### src/rtl/branch_resolve_unit.sv
// Branch resolution and direct-mapped branch history/target prediction for the RV32I pipeline.
// Define BRANCH_PRED_EN to build the prediction table; left undefined, predictions are tied to 0.
module branch_resolve_unit #(
   parameter int unsigned XLEN     = 32,
   parameter int unsigned IDX_BITS = 6,
   parameter int unsigned CNT_BITS = 2
) (
   input  logic            clk,
   input  logic            rst,
   input  logic [XLEN-1:0] f_pc,
   output logic            pred_taken,
   output logic [XLEN-1:0] pred_target,
   input  logic            ex_valid,
   input  logic [6:0]      ex_opcode,
   input  logic [2:0]      ex_funct3,
   input  logic [XLEN-1:0] ex_pc,
   input  logic [XLEN-1:0] ex_br_target,
   input  logic [XLEN-1:0] ex_jalr_target,
   input  logic            ex_pred_taken,
   input  logic [XLEN-1:0] ex_pred_target,
   input  logic            Z,
   input  logic            N,
   input  logic            C,
   input  logic [2:0]      RF_sel_in,
   output logic [2:0]      RF_sel_out,
   output logic [1:0]      PC_sel,
   output logic            flush,
   output logic [XLEN-1:0] redirect_pc,
   output logic [31:0]     br_cnt,
   output logic [31:0]     mis_cnt
);

   localparam logic [6:0] OpBranch = 7'b1100011;
   localparam logic [6:0] OpJal    = 7'b1101111;
   localparam logic [6:0] OpJalr   = 7'b1100111;

   logic            is_b;
   logic            is_jal;
   logic            is_jalr;
   logic            is_xfer;
   logic            actual;
   logic            mispred;
   logic            flush_int;
   logic [XLEN-1:0] correct_pc;
   logic [1:0]      pc_src;
   logic [31:0]     br_cnt_q, br_cnt_d;
   logic [31:0]     mis_cnt_q, mis_cnt_d;

   always_comb begin
      is_b    = (ex_opcode == OpBranch) && (ex_funct3 != 3'b010) && (ex_funct3 != 3'b011);
      is_jal  = (ex_opcode == OpJal);
      is_jalr = (ex_opcode == OpJalr) && (ex_funct3 == 3'b000);
      is_xfer = ex_valid && (is_b || is_jal || is_jalr);
      actual  = is_jal || is_jalr;
      if (is_b) begin
         case (ex_funct3)
            3'b000:  actual = Z;
            3'b001:  actual = !Z;
            3'b100:  actual = N;
            3'b101:  actual = !N;
            3'b110:  actual = C;
            3'b111:  actual = !C;
            default: actual = 1'b0;
         endcase
      end
      correct_pc = ex_pc + XLEN'(4);
      pc_src     = 2'b00;
      if (actual) begin
         if (is_jalr) begin
            correct_pc = ex_jalr_target;
            pc_src     = 2'b11;
         end else begin
            correct_pc = ex_br_target;
            pc_src     = is_jal ? 2'b10 : 2'b01;
         end
      end
   end

   assign flush_int   = !rst && is_xfer && mispred;
   assign flush       = flush_int;
   assign redirect_pc = flush_int ? correct_pc : '0;
   assign PC_sel      = (!rst && is_xfer) ? pc_src : 2'b00;
   assign RF_sel_out  = rst ? 3'b000 : RF_sel_in;

   always_comb begin
      br_cnt_d  = br_cnt_q;
      mis_cnt_d = mis_cnt_q;
      if (is_xfer) br_cnt_d = br_cnt_q + 32'd1;
      if (flush_int) mis_cnt_d = mis_cnt_q + 32'd1;
   end

   always_ff @(posedge clk) begin
      if (rst) begin
         br_cnt_q  <= '0;
         mis_cnt_q <= '0;
      end else begin
         br_cnt_q  <= br_cnt_d;
         mis_cnt_q <= mis_cnt_d;
      end
   end

   assign br_cnt  = br_cnt_q;
   assign mis_cnt = mis_cnt_q;

`ifdef BRANCH_PRED_EN
   localparam int unsigned Entries  = 2 ** IDX_BITS;
   localparam int unsigned TagBits  = XLEN - IDX_BITS - 2;
   localparam logic [CNT_BITS-1:0] CntMax   = '1;
   localparam logic [CNT_BITS-1:0] CntOne   = CNT_BITS'(1);
   localparam logic [CNT_BITS-1:0] CntWeakT = {1'b1, {(CNT_BITS-1){1'b0}}};
   localparam logic [CNT_BITS-1:0] CntWeakN = {1'b0, {(CNT_BITS-1){1'b1}}};

   logic [Entries-1:0]  valid_q;
   logic [TagBits-1:0]  tag_q [Entries];
   logic [XLEN-1:0]     tgt_q [Entries];
   logic [CNT_BITS-1:0] cnt_q [Entries];

   logic [IDX_BITS-1:0] f_idx, e_idx;
   logic [TagBits-1:0]  f_tag, e_tag;
   logic                e_hit;
   logic                upd;
   logic                unused_pc_lsb;

   assign f_idx = f_pc[IDX_BITS+1:2];
   assign f_tag = f_pc[XLEN-1:IDX_BITS+2];
   assign e_idx = ex_pc[IDX_BITS+1:2];
   assign e_tag = ex_pc[XLEN-1:IDX_BITS+2];
   assign unused_pc_lsb = ^f_pc[1:0];

   // Lookup reads the registered table, so a same-cycle update to the same entry is not visible.
   assign pred_taken  = !rst && valid_q[f_idx] && (tag_q[f_idx] == f_tag)
                        && cnt_q[f_idx][CNT_BITS-1];
   assign pred_target = pred_taken ? tgt_q[f_idx] : '0;

   assign e_hit   = valid_q[e_idx] && (tag_q[e_idx] == e_tag);
   assign upd     = is_xfer && (is_b || is_jal);
   assign mispred = (actual != ex_pred_taken) || (actual && (ex_pred_target != correct_pc));

   always_ff @(posedge clk) begin
      if (rst) begin
         valid_q <= '0;
         for (int i = 0; i < Entries; i++) cnt_q[i] <= CntWeakN;
      end else if (upd) begin
         if (e_hit) begin
            if (actual) begin
               if (cnt_q[e_idx] != CntMax) cnt_q[e_idx] <= cnt_q[e_idx] + CntOne;
               tgt_q[e_idx] <= correct_pc;
            end else if (cnt_q[e_idx] != '0) begin
               cnt_q[e_idx] <= cnt_q[e_idx] - CntOne;
            end
         end else if (actual) begin
            valid_q[e_idx] <= 1'b1;
            tag_q[e_idx]   <= e_tag;
            tgt_q[e_idx]   <= correct_pc;
            cnt_q[e_idx]   <= is_jal ? CntMax : CntWeakT;
         end
      end
   end
`else
   logic unused_pred;

   // Without a predictor every fetch assumes not-taken, so any taken transfer is a redirect.
   assign pred_taken  = 1'b0;
   assign pred_target = '0;
   assign mispred     = actual;
   assign unused_pred = ^{f_pc, ex_pred_taken, ex_pred_target};
`endif

endmodule

### config.mk
export PLATFORM = sky130hd
export DESIGN_NAME = branch_resolve_unit
export DESIGN_NICKNAME = d
export VERILOG_FILES = /design/src/rtl/branch_resolve_unit.sv
export SDC_FILE = /design/constraint.sdc
export NUM_CORES = 1
export LEC_CHECK = 0
export ABC_AREA = 0
export BUFFER_PORTS_ARGS = -buffer_cell sky130_fd_sc_hd__buf_2
export CAP_MARGIN = 5
export CELL_PAD_IN_SITES_DETAIL_PLACEMENT = 1
export CELL_PAD_IN_SITES_GLOBAL_PLACEMENT = 2
export CORE_MARGIN = 8
export CORE_UTILIZATION = 20
export DETAILED_ROUTE_END_ITERATION = 6
export PLACE_DENSITY = 0.93
export SYNTH_ARGS = -nofsm -noshare
export SYNTH_HDL_FRONTEND = slang
export SYNTH_SLANG_ARGS = --single-unit
export TNS_END_PERCENT = 1
### constraint.sdc
create_clock -name clk -period 2.5 [get_ports clk]
set_clock_uncertainty 0.15 [all_clocks]
set_input_delay 0.125 -clock clk [delete_from_list [all_inputs] [get_ports clk]]
set_output_delay 0.125 -clock clk [all_outputs]
set_load 0.03 [all_outputs]
Word level (Yosys, flattened, before mapping)
Index checks and enable logic that the tools add are counted.
{"block": "word_totals", "register_bits": 64, "latchBits": 0, "mem_bits_rw": 0, "romBits": 0, "in_bits": 180, "output_inout_bits": 135, "elab_cells": 39, "mem_count": 0}
{"block": "op_classes", "n_addsub": 3, "mul": 0, "n_div": 0, "n_lt_le_gt_ge": 0, "n_eq_ne": 10, "shift": 0, "n_mux": 10, "bitwise_logic": 0, "n_reduce_logical": 14}
{"op": "32-bit two-way mux", "n": 3}
{"op": "32-bit by 1-bit adder with 32-bit output, second input constant", "n": 2}
{"op": "32-bit by 3-bit adder with 32-bit output, second input constant", "n": 1}
{"op": "7-bit equality test, second input constant", "n": 3}
{"op": "3-bit equality test, second input constant", "n": 4}
{"op": "2-bit two-way mux", "n": 4}
{"op": "1-bit logical AND", "n": 6}
{"op": "3-bit by 2-bit inequality test with 1-bit output, second input constant", "n": 2}
{"op": "1-bit one-hot mux with 6 select lines", "n": 1}
{"op": "1-bit logical NOT", "n": 4}
{"op": "3-bit by 1-bit equality test with 1-bit output, second input constant", "n": 1}
{"op": "3-bit logical NOT", "n": 1}
{"op": "1-bit logical OR", "n": 3}
{"op": "3-bit two-way mux", "n": 1}
{"op": "1-bit two-way mux", "n": 1}

Depth between registers and ports, before layout
Gate-level depths: netlist of the first run.
{"block": "logic_depth", "ltp_word": 9, "mapped_depth": 8, "ltp_nobuf": 6}

Worst setup path before layout of the first run
Ideal clock, no wire load.
{"block": "synth_timing", "path_kind": "flip-flop to flip-flop", "start": "reg br_cnt_q[0], in the netlist br_cnt[0]", "end": "reg br_cnt_q[26], in the netlist br_cnt[26]", "setup_time_ps": 70, "t_arrival_ps": 2221, "required_ps": 2280, "slack_ps": 58, "path_stages_with_launch": 8, "path_buffers": 1, "period_less_slack_ps": 2442, "path_cell_list": "dfxtp_1 > ha_1 > and3_1 > nand4_1 > or3_1 > buf_2 > or4_1 > a21oi_1"}
{"block": "synth_between", "elab_chain_len": 1}
{"item": "from (decl)", "line": "46", "text": "logic [31:0] br_cnt_q, br_cnt_d;"}
{"item": "from (signal assigned)", "line": "97", "text": "br_cnt_q <= br_cnt_d;"}
{"item": "32-bit by 1-bit adder with 32-bit output", "line": "88", "text": "if (is_xfer) br_cnt_d = br_cnt_q + 32'd1;"}
Every way passes these cells.
A chain may end at the register's enable or synchronous reset.

Final worst setup path of the first run
{"block": "layout_timing", "start": "in ex_opcode[3]", "end": "out PC_sel[0]"}
{"block": "layout_between", "elab_chain_len": 8, "word_cells_on_any_way": 16}
{"item": "from (decl)", "line": "14", "text": "input logic [6:0] ex_opcode,"}
{"item": "7-bit equality test", "line": "50", "text": "is_b = (ex_opcode == OpBranch) && (ex_funct3 != 3'b010) && (ex_funct3 != 3'b011);"}
{"item": "1-bit logical AND (2 in series)", "line": "50"}
{"item": "1-bit logical OR (2 in series)", "line": "53", "text": "is_xfer = ex_valid && (is_b || is_jal || is_jalr);"}
{"item": "1-bit logical AND", "line": "53"}
{"item": "1-bit logical AND", "line": "82", "text": "assign PC_sel = (!rst && is_xfer) ? pc_src : 2'b00;"}
{"item": "2-bit two-way mux (*)", "line": "82"}
{"item": "to (decl)", "line": "26", "text": "output logic [1:0] PC_sel,"}
Mark *: on every way between the ends. The rest lies on a longest branch, timed or not.

==> results of run 1 <==
==> area by class of cell <==
| class | count | area share [%] |
|---|---|---|
| inverter | 4 | 0.265 |
| sequential | 64 | 22.6 |
| clock buffer | 11 | 4.29 |
| clock inverter | 4 | 0.796 |
| tap | 270 | 5.97 |
| multi-input combinational | 449 | 45.2 |
| timing repair buffer | 212 | 20.9 |
==> through the flow <==
| step | power, uW | std cells |
|---|---|---|
| 2_1_floorplan | 1230 | 589 |
| 3_3_place_gp | 1290 | 999 |
| 3_5_place_dp | 1300 | 999 |
| 4_1_cts | 2560 | 1014 |
| 5_1_grt | 2630 | 1014 |
| 6_report | 2520 | 1014 |
==> power groups by stage <==
stage                     Clock (uW)  Combinational (uW)  Sequential, uW
final                           1240                 255            1020
after global routing            1340                 278            1020
after CTS                       1290                 255            1020
after detailed placement           0                 254            1040
after global placement             0                 250            1040
after floorplan                    0                 187            1040
==> flip-flops by register name (all words and copies together) (netlist names) <==
register / cells
br_cnt: 32
mis_cnt: 32
==> per-layer routing <==
layer	part of all wire (%)	up-vias	routed length, microns	GRT usage [%]
li1	-	2341	-	-
met1	42	2266	6900	13.7
met2	48	144	7880	21.7
met3	8.0	12	1310	5.24
met4	1.2	0	189	3.40
met5	0	-	0	0
==> logic make-up after synthesis <==
family,Yosys count,synth area share [%]
muxes,3,0.816
and+or+nand+nor,266,34.7
buffers and inverters,76,10.2
xor gates and xnor gates,19,4.02
DFF,64,30.9
AOI/OAI and AO/OA,126,18.6
other,1,0.0905
adders and majority gates,2,0.604
==> worst min-delay path by stage <==
stage             endpoint  slack (ns)
2_1_floorplan   br_cnt[22]        0.23
3_3_place_gp   mis_cnt[29]        0.33
3_5_place_dp     br_cnt[1]        0.35
4_1_cts         br_cnt[20]        0.16
5_1_grt         br_cnt[12]        0.17
6_report         br_cnt[2]        0.17
==> worst reg2reg max path: cells and delay by family, from the launching register on <==
| kind | cells | cell delay (ns) |
|---|---|---|
| simple gates | 4 | 1.27 |
| buf+inv | 1 | 0.20 |
| flops | 1 | 0.42 |
| compound gates | 1 | 0.15 |
==> cell usage in the layout, fill, tap and decap left out, types with 2 or more instances in the layout <==
| master | count |
|---|---|
| ha_1 | 2 |
| nand4_1 | 27 |
| buf_4 | 24 |
| buf_2 | 184 |
| nor2_1 | 28 |
| dfxtp_1 | 64 |
| clkinv_2 | 3 |
| nand3b_1 | 2 |
| buf_12 | 4 |
| o21a_1 | 6 |
| nor2b_1 | 8 |
| and4_1 | 8 |
| o31ai_1 | 24 |
| and3_1 | 12 |
| conb_1 | 33 |
| o21ai_0 | 11 |
| a21oi_1 | 72 |
| a31o_2 | 2 |
| and2_1 | 2 |
| nand2_1 | 84 |
| nor4b_1 | 2 |
| nor3_1 | 4 |
| nor4_1 | 15 |
| or4_1 | 24 |
| o31a_1 | 6 |
| xnor2_1 | 14 |
| xor2_1 | 5 |
| inv_1 | 3 |
| mux2_2 | 2 |
| or3_1 | 11 |
| nand3_1 | 28 |
| clkbuf_16 | 9 |
==> run_results.csv, run 1 <==
group,metric,value,unit
critical_path,r2r-start,"br_cnt[4]",
critical_path,path_class,"in -> out",
clock_tree,cts.reportedPaths.clkPinSlew,0.05,ns
critical_path,worstSetupPathDepth,10,
detailed_routing,drtAntennaViolNets,0,
critical_path,rr_endpoint,"br_cnt[23]",
critical_path,worstPathRequired,2.23,ns
sta,relSlewSlack,65.3,%
logic_synthesis,synth_edf_count,0,
critical_path,worstPathCellList,"buf_2, or4_1, o22ai_1, buf_4, nor2_1, nand3_1, buf_12, inv_1, and2_1, buf_2",
pwr,power_density,445,nW/um^2
global_routing,grt_pass1_vias,4997,
place,port_buffers,184,
cells_and_area,fin_nets,922,
pwr,swShare,25.0,%
sta,timing.fmax,0.432,GHz
clock_tree,cts_sinks,64,
global_routing,antenna_found_initial,0,
place,gp_congestion,0.730,
logic_synthesis,ys_warn_count,0,
die,die_w,160,microns
pwr,switchingPower,630,uW
detailed_routing,first_pass_iters,4,
cells_and_area,final_core_util,27.9,%
critical_path,path_max_fanout,34,
sta,fin_crit_sh,92.5,%
logic_synthesis,yosysSeqAreaShare,30.9,%
cells_and_area,antenna_cells,0,
cells_and_area,syn_to_final_growth,36.7,%
logic_synthesis,synth_cell_type_count,50,
sta,finalSetupTns,0,ns
logic_synthesis,synthTopCellsByCount,"nand2_1, a21oi_1, dfxtp_1, buf_4, clkbuf_1",
logic_synthesis,synth_most_common_cell,"nand2_1",
logic_synthesis,syn_area_per_cell,7.44,sq um
pwr,p_comb_share,10.1,%
clock_tree,htree_num_levels,3,
clock_tree,cts_hold_buf,0,
pwr,sequentialPowerShare,40.5,%
critical_path,slowest_stage,"or4_1",
pwr,clkPwrFrac,49.4,%
clock_tree,post_cts_resized,0,
clock_tree,clockRootBuffer,"clkbuf_16",
critical_path,crit_arrival,2.04,ns
pwr,ir_drop,0.000316,V
clock_tree,cts_max_path_buffers,2,
clock_tree,cts_buffers,9,
pwr,p_int,1890,uW
detailed_routing,vias,4763,
sta,rsz0062_at_grt,"no",
global_routing,grt_pass1_wl,26000,microns
sta,setup_viol,0,
die,die_area,25600,sq um
logic_synthesis,yosysTopAreaCellShare,30.9,%
place,hpwl,12600,microns
detailed_routing,drt_iter0_markers,157,
die,rows,52,
pwr,p_leak,0.00244,uW
critical_path,cpPeakStageDelay,0.53,ns
cells_and_area,multi_input_area,2560,sq um
logic_synthesis,synth_seq_cells,64,
hold_path,min_from,"rst",
logic_synthesis,async_reset_ff_share,0,%
sta,fin_crit,2.31,ns
sta,layout_setup_ws,0.187,ns
critical_path,cp_top_family,"simple AND/OR/NAND/NOR gates",
detailed_routing,routedWlPerCell,16.1,microns
critical_path,cpMostUsedCell,"buf_2",
clock_tree,cts_tree,"yes",
run_status,status,"complete, no violations",
detailed_routing,routed_via_density,4.70,
hold_path,hold_path.class,"in -> reg",
place,dpl_cell_area,5370,sq um
critical_path,crit_buf_inv,5,
logic_synthesis,yosysTopAreaCell,"dfxtp_1",
cells_and_area,register_area,1280,sq um
sta,slew_viol_final,0,
sta,hold_violations,0,
critical_path,worstSetupEndpointType,"primary output",
critical_path,crit_path_start_kind,"primary input",
die,initial_core_util,20.4,%
detailed_routing,wirelength,16300,microns
critical_path,startpoint,"ex_opcode[3]",
die,io_pins,315,
global_routing,overflow,0,
critical_path,rr_worst_depth,6,
sta,whs,0.166,ns
die,coreArea,20300,sq um
cells_and_area,drive_gt1_share,32.0,%
clock_tree,cts_setup_buffers,0,
critical_path,reg2reg_slack,0.24,ns
die,die_h,160,microns
logic_synthesis,synth_cells,557,
clock_tree,insertion_delay,0.34,ns
logic_synthesis,synthTopCellsByArea,"dfxtp_1, a21oi_1, nand2_1",
detailed_routing,drc,0,
logic_synthesis,ys.flop_type,"dfxtp_1",
place,place_ws,0.140,ns
cells_and_area,fill_cells,2563,
logic_synthesis,synth_area,4140,sq um
flow_run,maxCapViolCount,0,
hold_path,whs_path_depth,3,
sta,worst_pin_slew,0.516,ns
global_routing,grt.total_usage,12.5,%
critical_path,cp-endpoint,"PC_sel[0]",
cells_and_area,stdcell_area,5660,sq um
global_routing,grt_max_degree,51,
Power figures use the tool's default switching activity.
==> run 2, diff against run 1 <==
--- a/config.mk
+++ b/config.mk
@@ -12,7 +12,9 @@
 export CELL_PAD_IN_SITES_GLOBAL_PLACEMENT = 2
 export CORE_MARGIN = 8
 export CORE_UTILIZATION = 20
+export CTS_BUF_LIST = sky130_fd_sc_hd__clkbuf_8
 export DETAILED_ROUTE_END_ITERATION = 6
+export HOLD_SLACK_MARGIN = 0.08
 export PLACE_DENSITY = 0.93
 export SYNTH_ARGS = -nofsm -noshare
 export SYNTH_HDL_FRONTEND = slang
==> run 2 against run 1 <==
Against the previous run: via count down 0.10%; worst setup slack better by 0.045 ns; core utilization down 0.50 points; count of clock-buffer cells in the layout is 1 lower; final cell count did not move; flip-flop and latch count unchanged; die area unchanged; first-iteration DRC count up 18%; design area shrank 1.8%; total power decreased by 14%; critical path type unchanged; highest routed layer unchanged.
==> run_results.csv, run 2 (same netlist as run 1, synthesis figures left out) <==
group,metric,value,unit
run_status,status,"complete, no violations",
sta,hold_violations,0,
cells_and_area,fill_cells,2574,
cells_and_area,antenna_cells,0,
place,port_buffers,184,
detailed_routing,routed_via_density,4.69,
sta,relSlewSlack,64.0,%
critical_path,worstPathCellList,"buf_2, or4_1, o22ai_1, buf_4, nor2_1, nand3_1, buf_12, inv_1, and2_1, buf_2",
die,die_w,160,microns
critical_path,rr_worst_depth,6,
sta,fin_crit_sh,90.7,%
die,initial_core_util,20.4,%
cells_and_area,final_common_cell,"buf_2",
clock_tree,clockRootBuffer,"clkbuf_8",
pwr,p_leak,0.00239,uW
global_routing,grt_pass1_vias,4975,
sta,setup_viol,0,
sta,worst_pin_slew,0.536,ns
die,coreArea,20300,sq um
clock_tree,insertion_delay,0.36,ns
pwr,ir_drop,0.000184,V
cells_and_area,fin_nets,922,
cells_and_area,drive_gt1_share,32.0,%
sta,rsz0062_at_grt,"no",
cells_and_area,syn_to_final_growth,34.2,%
flow_run,maxCapViolCount,0,
place,dpl_cell_area,5370,sq um
clock_tree,cts_max_path_buffers,2,
die,io_pins,315,
hold_path,min_from,"rst",
die,die_h,160,microns
sta,slew_viol_final,0,
clock_tree,cts_buffers,9,
cells_and_area,multi_input_area,2560,sq um
critical_path,rr_endpoint,"br_cnt[23]",
global_routing,antenna_found_initial,0,
detailed_routing,routedWlPerCell,16.0,microns
detailed_routing,first_pass_iters,4,
hold_path,hold-path-endpoint,"br_cnt[20]",
place,hpwl,12600,microns
sta,timing.fmax,0.441,GHz
critical_path,reg2reg_slack,0.24,ns
clock_tree,cts_sinks,64,
global_routing,overflow,0,
hold_path,whs_path_depth,3,
critical_path,path_class,"in -> out",
cells_and_area,layout_common_cells,"buf_2, nand2_1, a21oi_1, dfxtp_1, conb_1",
global_routing,grt_max_degree,51,
hold_path,hold_path.class,"in -> reg",
critical_path,cpMostUsedCell,"buf_2",
critical_path,crit_arrival,1.99,ns
die,rows,52,
place,gp_congestion,0.730,
cells_and_area,register_area,1280,sq um
clock_tree,htree_num_levels,3,
detailed_routing,wirelength,16300,microns
cells_and_area,final_core_util,27.4,%
critical_path,crit_buf_inv,5,
detailed_routing,drtAntennaViolNets,0,
critical_path,worstPathRequired,2.23,ns
sta,finalSetupTns,0,ns
critical_path,worstSetupEndpointType,"primary output",
clock_tree,post_cts_resized,0,
global_routing,grt_pass1_wl,25900,microns
detailed_routing,drt_iter0_markers,186,
clock_tree,cts_tree,"yes",
sta,fin_crit,2.27,ns
die,die_area,25600,sq um
place,post-place-cells,999,
detailed_routing,drc,0,
clock_tree,cts_setup_buffers,0,
cells_and_area,stdcell_count,1014,
critical_path,r2r-start,"br_cnt[4]",
clock_tree,cts_hold_buf,0,
critical_path,slowest_stage,"or4_1",
clock_tree,cts.reportedPaths.clkPinSlew,0.07,ns
pwr,power_density,391,nW/um^2
detailed_routing,vias,4758,
cells_and_area,stdcell_area,5560,sq um
sta,whs,0.141,ns
global_routing,grt.total_usage,12.4,%
critical_path,cp_top_family,"simple AND/OR/NAND/NOR gates",
critical_path,path_max_fanout,34,
critical_path,crit_path_start_kind,"primary input",
critical_path,cpPeakStageDelay,0.53,ns
-- run 2: cell types whose count changed in the layout (fill, tap and decap cells not counted), sizes merged --
| cell | previous run | this run |
|---|---|---|
| clkbuf | 11 | 10 |
| inv | 3 | 4 |
-- run 2: worst max path at each step --
| stage | slack, ns | startpoint | to | cells after the start |
|---|---|---|---|---|
| floorplan | 0.06 | br_cnt[0] | br_cnt[26] | 7 |
| global placement | 0.20 | ex_opcode[4] | br_cnt[24] | 6 |
| detailed placement | 0.14 | ex_opcode[4] | br_cnt[24] | 6 |
| CTS | 0.17 | ex_opcode[3] | PC_sel[0] | 10 |
| global route | 0.07 | ex_opcode[3] | PC_sel[0] | 10 |
| finish | 0.23 | ex_opcode[3] | PC_sel[0] | 10 |
-- run 2: cell type report --
cell class | instances | area share [%]
well taps | 270 | 6.08
inverters | 4 | 0.270
clock inverters | 5 | 0.878
multi-input cells | 449 | 46.0
clock buffers | 10 | 2.48
repair buffers | 212 | 21.2
flip-flops and latches | 64 | 23.0
-- run 2: power breakdown --
group	switching, uW	internal, uW
combinational	174	80.7
clock	424	473
sequential	0.262	1020
-- run 2: per-layer routing --
layer	vias to the layer above	global-route usage, %	part of all wire [%]
met1	2270	13.6	43
met4	0	3.40	1.3
li1	2339	-	-
met2	137	21.6	48
met5	-	0	0
met3	12	5.30	7.7
-- run 2: through the flow --
stage / power [uW] / setup WS, ns
2_1_floorplan: 1230 / 0.0584
3_3_place_gp: 1290 / 0.204
3_5_place_dp: 1300 / 0.140
4_1_cts: 2200 / 0.174
5_1_grt: 2270 / 0.0691
6_report: 2170 / 0.232
-- run 2: worst register-to-register path: stages, from the launching register on --
cell	delay [ns]
dfxtp_1	0.42
and4_1	0.33
nand4_1	0.17
or3_1	0.37
buf_4	0.20
or4_1	0.40
a21oi_1	0.15
